File: config.mk
export PLATFORM = sky130hd
export DESIGN_NAME = run_length_expander
export DESIGN_NICKNAME = d
export VERILOG_FILES = /design/src/rtl/run_length_expander.sv
export SDC_FILE = /design/constraint.sdc
export NUM_CORES = 1
export LEC_CHECK = 0
export ABC_CLOCK_PERIOD_IN_PS = 2810
export CAP_MARGIN = 40
export CORE_MARGIN = 2
export CORE_UTILIZATION = 60
export DETAILED_ROUTE_END_ITERATION = 7
export DONT_BUFFER_PORTS = 1
export PLACE_DENSITY = 0.76
export REMOVE_ABC_BUFFERS = 1
export SLEW_MARGIN = 10
export SYNTH_ARGS = -nofsm -noshare
export SYNTH_HDL_FRONTEND = slang
export SYNTH_SLANG_ARGS = --single-unit
export TNS_END_PERCENT = 50
File: constraint.sdc
create_clock -name clk_in -period 2.81 [get_ports clk_in]
set_input_delay 0.7025 -clock clk_in [delete_from_list [all_inputs] [get_ports clk_in]]
set_output_delay 0.7025 -clock clk_in [all_outputs]
set_load 0.02 [all_outputs]
File: src/rtl/run_length_expander.sv
// run_length_expander: expands (run, value, dc) symbols into 64-coefficient zigzag-order blocks.
// Define DEZIGZAG_EN to report raster positions on index_out via a zigzag ROM.
module run_length_expander #(
  parameter int COEFF_W = 12,
  parameter int RUN_W   = 5
) (
  input  logic               clk_in,
  input  logic               rst_n_in,
  input  logic [COEFF_W-1:0] value_in,
  input  logic [RUN_W-1:0]   run_in,
  input  logic               dc_in,
  input  logic               valid_in,
  output logic               ready_out,
  output logic [COEFF_W-1:0] coeff_out,
  output logic [5:0]         index_out,
  output logic               last_out,
  output logic               valid_out,
  input  logic               ready_in,
  output logic               error_out
);
  typedef enum logic [2:0] {EXPECT_DC, EXPECT_AC, ZEROS, VALUE, FILL} state_t;
  state_t state_q, state_d;
  logic [5:0] pos_q, pos_d, index_q, index_d;
  logic [RUN_W-1:0] zcnt_q, zcnt_d;
  logic [COEFF_W-1:0] val_q, val_d, coeff_q, coeff_d, emit_val;
  logic en_q, valid_q, valid_d, last_q, last_d, error_q, error_d;
  logic emit, slot_free, take, overrun, eob;
`ifdef DEZIGZAG_EN
  localparam logic [5:0] ZZ [64] = '{
    6'd0,  6'd1,  6'd8,  6'd16, 6'd9,  6'd2,  6'd3,  6'd10,
    6'd17, 6'd24, 6'd32, 6'd25, 6'd18, 6'd11, 6'd4,  6'd5,
    6'd12, 6'd19, 6'd26, 6'd33, 6'd40, 6'd48, 6'd41, 6'd34,
    6'd27, 6'd20, 6'd13, 6'd6,  6'd7,  6'd14, 6'd21, 6'd28,
    6'd35, 6'd42, 6'd49, 6'd56, 6'd57, 6'd50, 6'd43, 6'd36,
    6'd29, 6'd22, 6'd15, 6'd23, 6'd30, 6'd37, 6'd44, 6'd51,
    6'd58, 6'd59, 6'd52, 6'd45, 6'd38, 6'd31, 6'd39, 6'd46,
    6'd53, 6'd60, 6'd61, 6'd54, 6'd47, 6'd55, 6'd62, 6'd63};
`endif
  // en_q holds off acceptance until the first clock after reset release
  assign slot_free = !valid_q || ready_in;
  assign ready_out = en_q && slot_free && (state_q == EXPECT_DC || (state_q == EXPECT_AC && !dc_in));
  assign take      = valid_in && ready_out;
  assign overrun   = 32'(pos_q) + 32'(run_in) > 32'd63;
  assign eob       = run_in == '0 && value_in == '0;
  always_comb begin
    state_d  = state_q;
    pos_d    = pos_q;
    zcnt_d   = zcnt_q;
    val_d    = val_q;
    emit     = 1'b0;
    emit_val = '0;
    error_d  = 1'b0;
    case (state_q)
      EXPECT_DC: if (take) begin
        emit     = dc_in;
        emit_val = value_in;
        error_d  = !dc_in;
        state_d  = dc_in ? EXPECT_AC : EXPECT_DC;
      end
      EXPECT_AC: if (valid_in && dc_in) begin
        error_d = 1'b1;
        state_d = FILL;
      end else if (take) begin
        emit     = 1'b1;
        error_d  = overrun;
        emit_val = (overrun || run_in != '0) ? '0 : value_in;
        val_d    = value_in;
        zcnt_d   = run_in - RUN_W'(1);
        state_d  = (overrun || eob) ? FILL : run_in == '0 ? EXPECT_AC :
                   run_in == RUN_W'(1) ? VALUE : ZEROS;
      end
      ZEROS: if (slot_free) begin
        emit    = 1'b1;
        zcnt_d  = zcnt_q - RUN_W'(1);
        state_d = zcnt_q == RUN_W'(1) ? VALUE : ZEROS;
      end
      VALUE: if (slot_free) begin
        emit     = 1'b1;
        emit_val = val_q;
        state_d  = EXPECT_AC;
      end
      FILL: emit = slot_free;
      default: state_d = EXPECT_DC;
    endcase
    // the emission at position 63 closes the block whatever state produced it
    if (emit) begin
      pos_d = pos_q + 6'd1;
      if (pos_q == 6'd63) state_d = EXPECT_DC;
    end
    valid_d = slot_free ? emit : valid_q;
    coeff_d = emit ? emit_val : coeff_q;
    last_d  = emit ? pos_q == 6'd63 : last_q;
`ifdef DEZIGZAG_EN
    index_d = emit ? ZZ[pos_q] : index_q;
`else
    index_d = emit ? pos_q : index_q;
`endif
  end
  always_ff @(posedge clk_in or negedge rst_n_in) begin
    if (!rst_n_in) begin
      state_q <= EXPECT_DC;
      pos_q   <= '0;
      zcnt_q  <= '0;
      val_q   <= '0;
      coeff_q <= '0;
      index_q <= '0;
      last_q  <= 1'b0;
      valid_q <= 1'b0;
      error_q <= 1'b0;
      en_q    <= 1'b0;
    end else begin
      state_q <= state_d;
      pos_q   <= pos_d;
      zcnt_q  <= zcnt_d;
      val_q   <= val_d;
      coeff_q <= coeff_d;
      index_q <= index_d;
      last_q  <= last_d;
      valid_q <= valid_d;
      error_q <= error_d;
      en_q    <= 1'b1;
    end
  end
  assign coeff_out = coeff_q;
  assign index_out = index_q;
  assign last_out  = last_q;
  assign valid_out = valid_q;
  assign error_out = error_q;
endmodule

==> flow_summary.ini <==
[status]
status = finished, final reports clean

[yosys]
synthAdderAreaFrac = 0.0537
ys_seq_area_frac = 0.486
synth_area_per_cell_um2 = 9.32
ys.flop_type = dfrtp_1
synth_top_family_by_area = compound AO/OA/AOI/OAI gates
ys_ff_latch = 48
synthMuxAreaShare = 0
postSynthCellCount = 265
yosysWarnings = 0
synth_xor_area_frac = 0.0248
synthesis.area_um2 = 2470
synthArstFlopShare = 1.00
yosys.area_share.simple = 0.177
synth-compound-area-share = 0.188
ys_types = 41
synth_edf_count = 0

[layout]
drive_above_1_share = 0.0615
regArea_um2 = 1200
final_util = 0.650
nets = 292
syn2layout_area_growth_pct = 4.40
multi_input_area_um2 = 1100
diodes = 0
fillers = 333
final_area_um2 = 2580

[sta]
slew_violations = 0
setup_ws_ns = 0.408
hold_slack_ns = 0.0851
relSlewSlack = 0.652
rsz0062_at_grt = no
worst_clock_skew_ns = 0.00689
setup_tns_ns = 0
worst_pin_slew_ns = 0.520
period_share = 0.855
fmax_mhz = 416
fin_crit_ns = 2.40
hold_violations = 0
finalSetupViolations = 0

[die]
rows = 23
coreArea_um2 = 3970
io_pins = 44
fp.dieH_um = 68.2
start_util = 0.622
dieArea_um2 = 4650
die_w_um = 68.2

[global_route]
grt_pass1_wl_um = 7680
use_met1 = 0.283
grt_max_degree = 49
antenna_found_initial = 0
gr-total-overflow = 0
grt_use_met2 = 0.371
grtUsageMet3 = 0.0757
grt-busiest-layer = met2
grt_pass1_vias = 1719
grt_usage = 0.227

[cts]
hold_buffers = 0
cts_root_buf = clkbuf_8
cts_tree = yes
htreeDepth = 2
cts_buffers = 5
clk_latency_ns = 0.30
clk_path_buf_depth = 2
cts_setup_buffers = 0
cts_sinks = 48
clkSlewWorstSetupHoldPaths_ns = 0.09
post_cts_resize_count = 0

[place]
dpl.hpwl_um = 3390
io_buffer_count = 0
pre_cts_slack_ns = 0.425
placed_area_um2 = 2450
gp_congestion = 0.865

[power]
power_density_nw_per_um2 = 1110
p_clk_frac = 0.200
comb_power_share = 0.308
p_leak_uw = 0.00120
switchingPower_uw = 1170
intPower_uw = 1700
switching_share = 0.409
vdd_drop_max_mv = 0.568
seqPwrFrac = 0.492

[drt]
drt_iter0_drc = 90
drt_wl_total_um = 4750
antenna_left = 0
drt_pass1_iterations = 4
dr_total_vias = 1795
wire_per_inst_um = 15.3
drc = 0
vias_per_cell = 5.79

[critical_path]
start_kind = flop
crit_arrival_ns = 1.70
endpoint_kind = output port
crit_fanout = 10
worst-setup-path-type = reg -> out
required_ns = 2.11

[hold_path]
hp-class = in -> async

[job]
maxCapViolCount = 0
cells in the mapped netlist (2+ instances only):
cell type	number	area (µm²)
dfrtp_1	48	1200
o21ai_1	9	45.0
nor2_1	12	45.0
a211oi_1	2	15.0
a311oi_1	2	17.5
buf_6	5	56.3
nor4_1	3	18.8
and3_1	2	12.5
nand3_1	5	25.0
a21oi_1	14	70.1
a22o_1	2	17.5
inv_1	17	63.8
a22oi_1	13	97.6
nand2b_1	4	25.0
o21ai_0	25	125
nand2_1	46	173
ha_1	9	113
clkbuf_1	3	11.3
nor3_1	4	20.0
nor2b_1	2	12.5
xnor2_1	6	52.6
nand4_1	8	50.1
buf_2	6	30.0
path summary, 6_finish.rpt:
path | start | cells past startpoint | slack [ns] | to
worst min register to register | val_q[8]$_DFFE_PN0P_ | 2 | 0.49 | val_q[8]$_DFFE_PN0P_
worst min-delay path | rst_n_in | 0 | 0.09 | zcnt_q[3]$_DFFE_PN0P_
worst max register to register | pos_q[0]$_DFFE_PN0P_ | 8 | 0.67 | coeff_out[0]$_DFFE_PN0P_
worst max-delay path | valid_out$_DFFE_PN0N_ | 3 | 0.41 | ready_out
max in group asynchronous | rst_n_in | 0 | 2.64 | en_q$_DFF_PN0_
min in group clk_in | val_q[8]$_DFFE_PN0P_ | 2 | 0.49 | val_q[8]$_DFFE_PN0P_
power by group through the flow:
stage	combinational [µW]	clock [µW]	sequential [µW]
finish	882	574	1410
global route	1010	615	1460
CTS	897	587	1420
detailed placement	894	0	1430
global placement	860	0	1420
floorplan	716	0	1350
state kept, by name, indices dropped and copies added, names as in the netlist, 3 cells and up:
signal and count:
coeff_out 12, index_out 6, pos_q 6, state_q 3, val_q 12, zcnt_q 5
layer usage:
metal	share of wire	wire length, µm	up-vias
li1	-	-	905
met1	0.44	2070	851
met2	0.50	2350	37
met3	0.063	301	2
met4	0.0048	23	0
met5	0	0	-
critical path: stages (launching register included):
cell and delay [ns]:
dfrtp_1 0.46, nand2b_1 0.33, nand3_1 0.19, a21oi_1 0.42
cells in the final DEF, fill, tap and decap left out, types with 8 or more instances in the layout:
master   instances
ha_1             9
inv_1           17
nand2_1         46
dfrtp_1         48
o21ai_1          9
a22oi_1         13
o21ai_0         25
a21oi_1         14
nand4_1          8
nor2_1          12
metrics by stage:
step / std cells / power (µW)
after detailed placement: 303 / 2320
final: 310 / 2870
after CTS: 310 / 2900
after global placement: 302 / 2280
after floorplan: 250 / 2060
after global routing: 310 / 3090
cell type report:
class / count / share of cell area
Inverter: 17 / 0.0247
Sequential cell: 48 / 0.466
Clock inverter: 2 / 0.0233
Multi-Input combinational cell: 185 / 0.427
Tap cell: 50 / 0.0242
Timing Repair Buffer: 3 / 0.00873
Clock buffer: 5 / 0.0267
cells by family after synthesis:
family	count (synthesis)
and+or+nand+nor	92
AOI/OAI and AO/OA	75
DFF	48
buffers and inverters	32
adders and majority gates	10
xor gates and xnor gates	7
other	1
No activity file was read; power rests on OpenSTA's default activity.
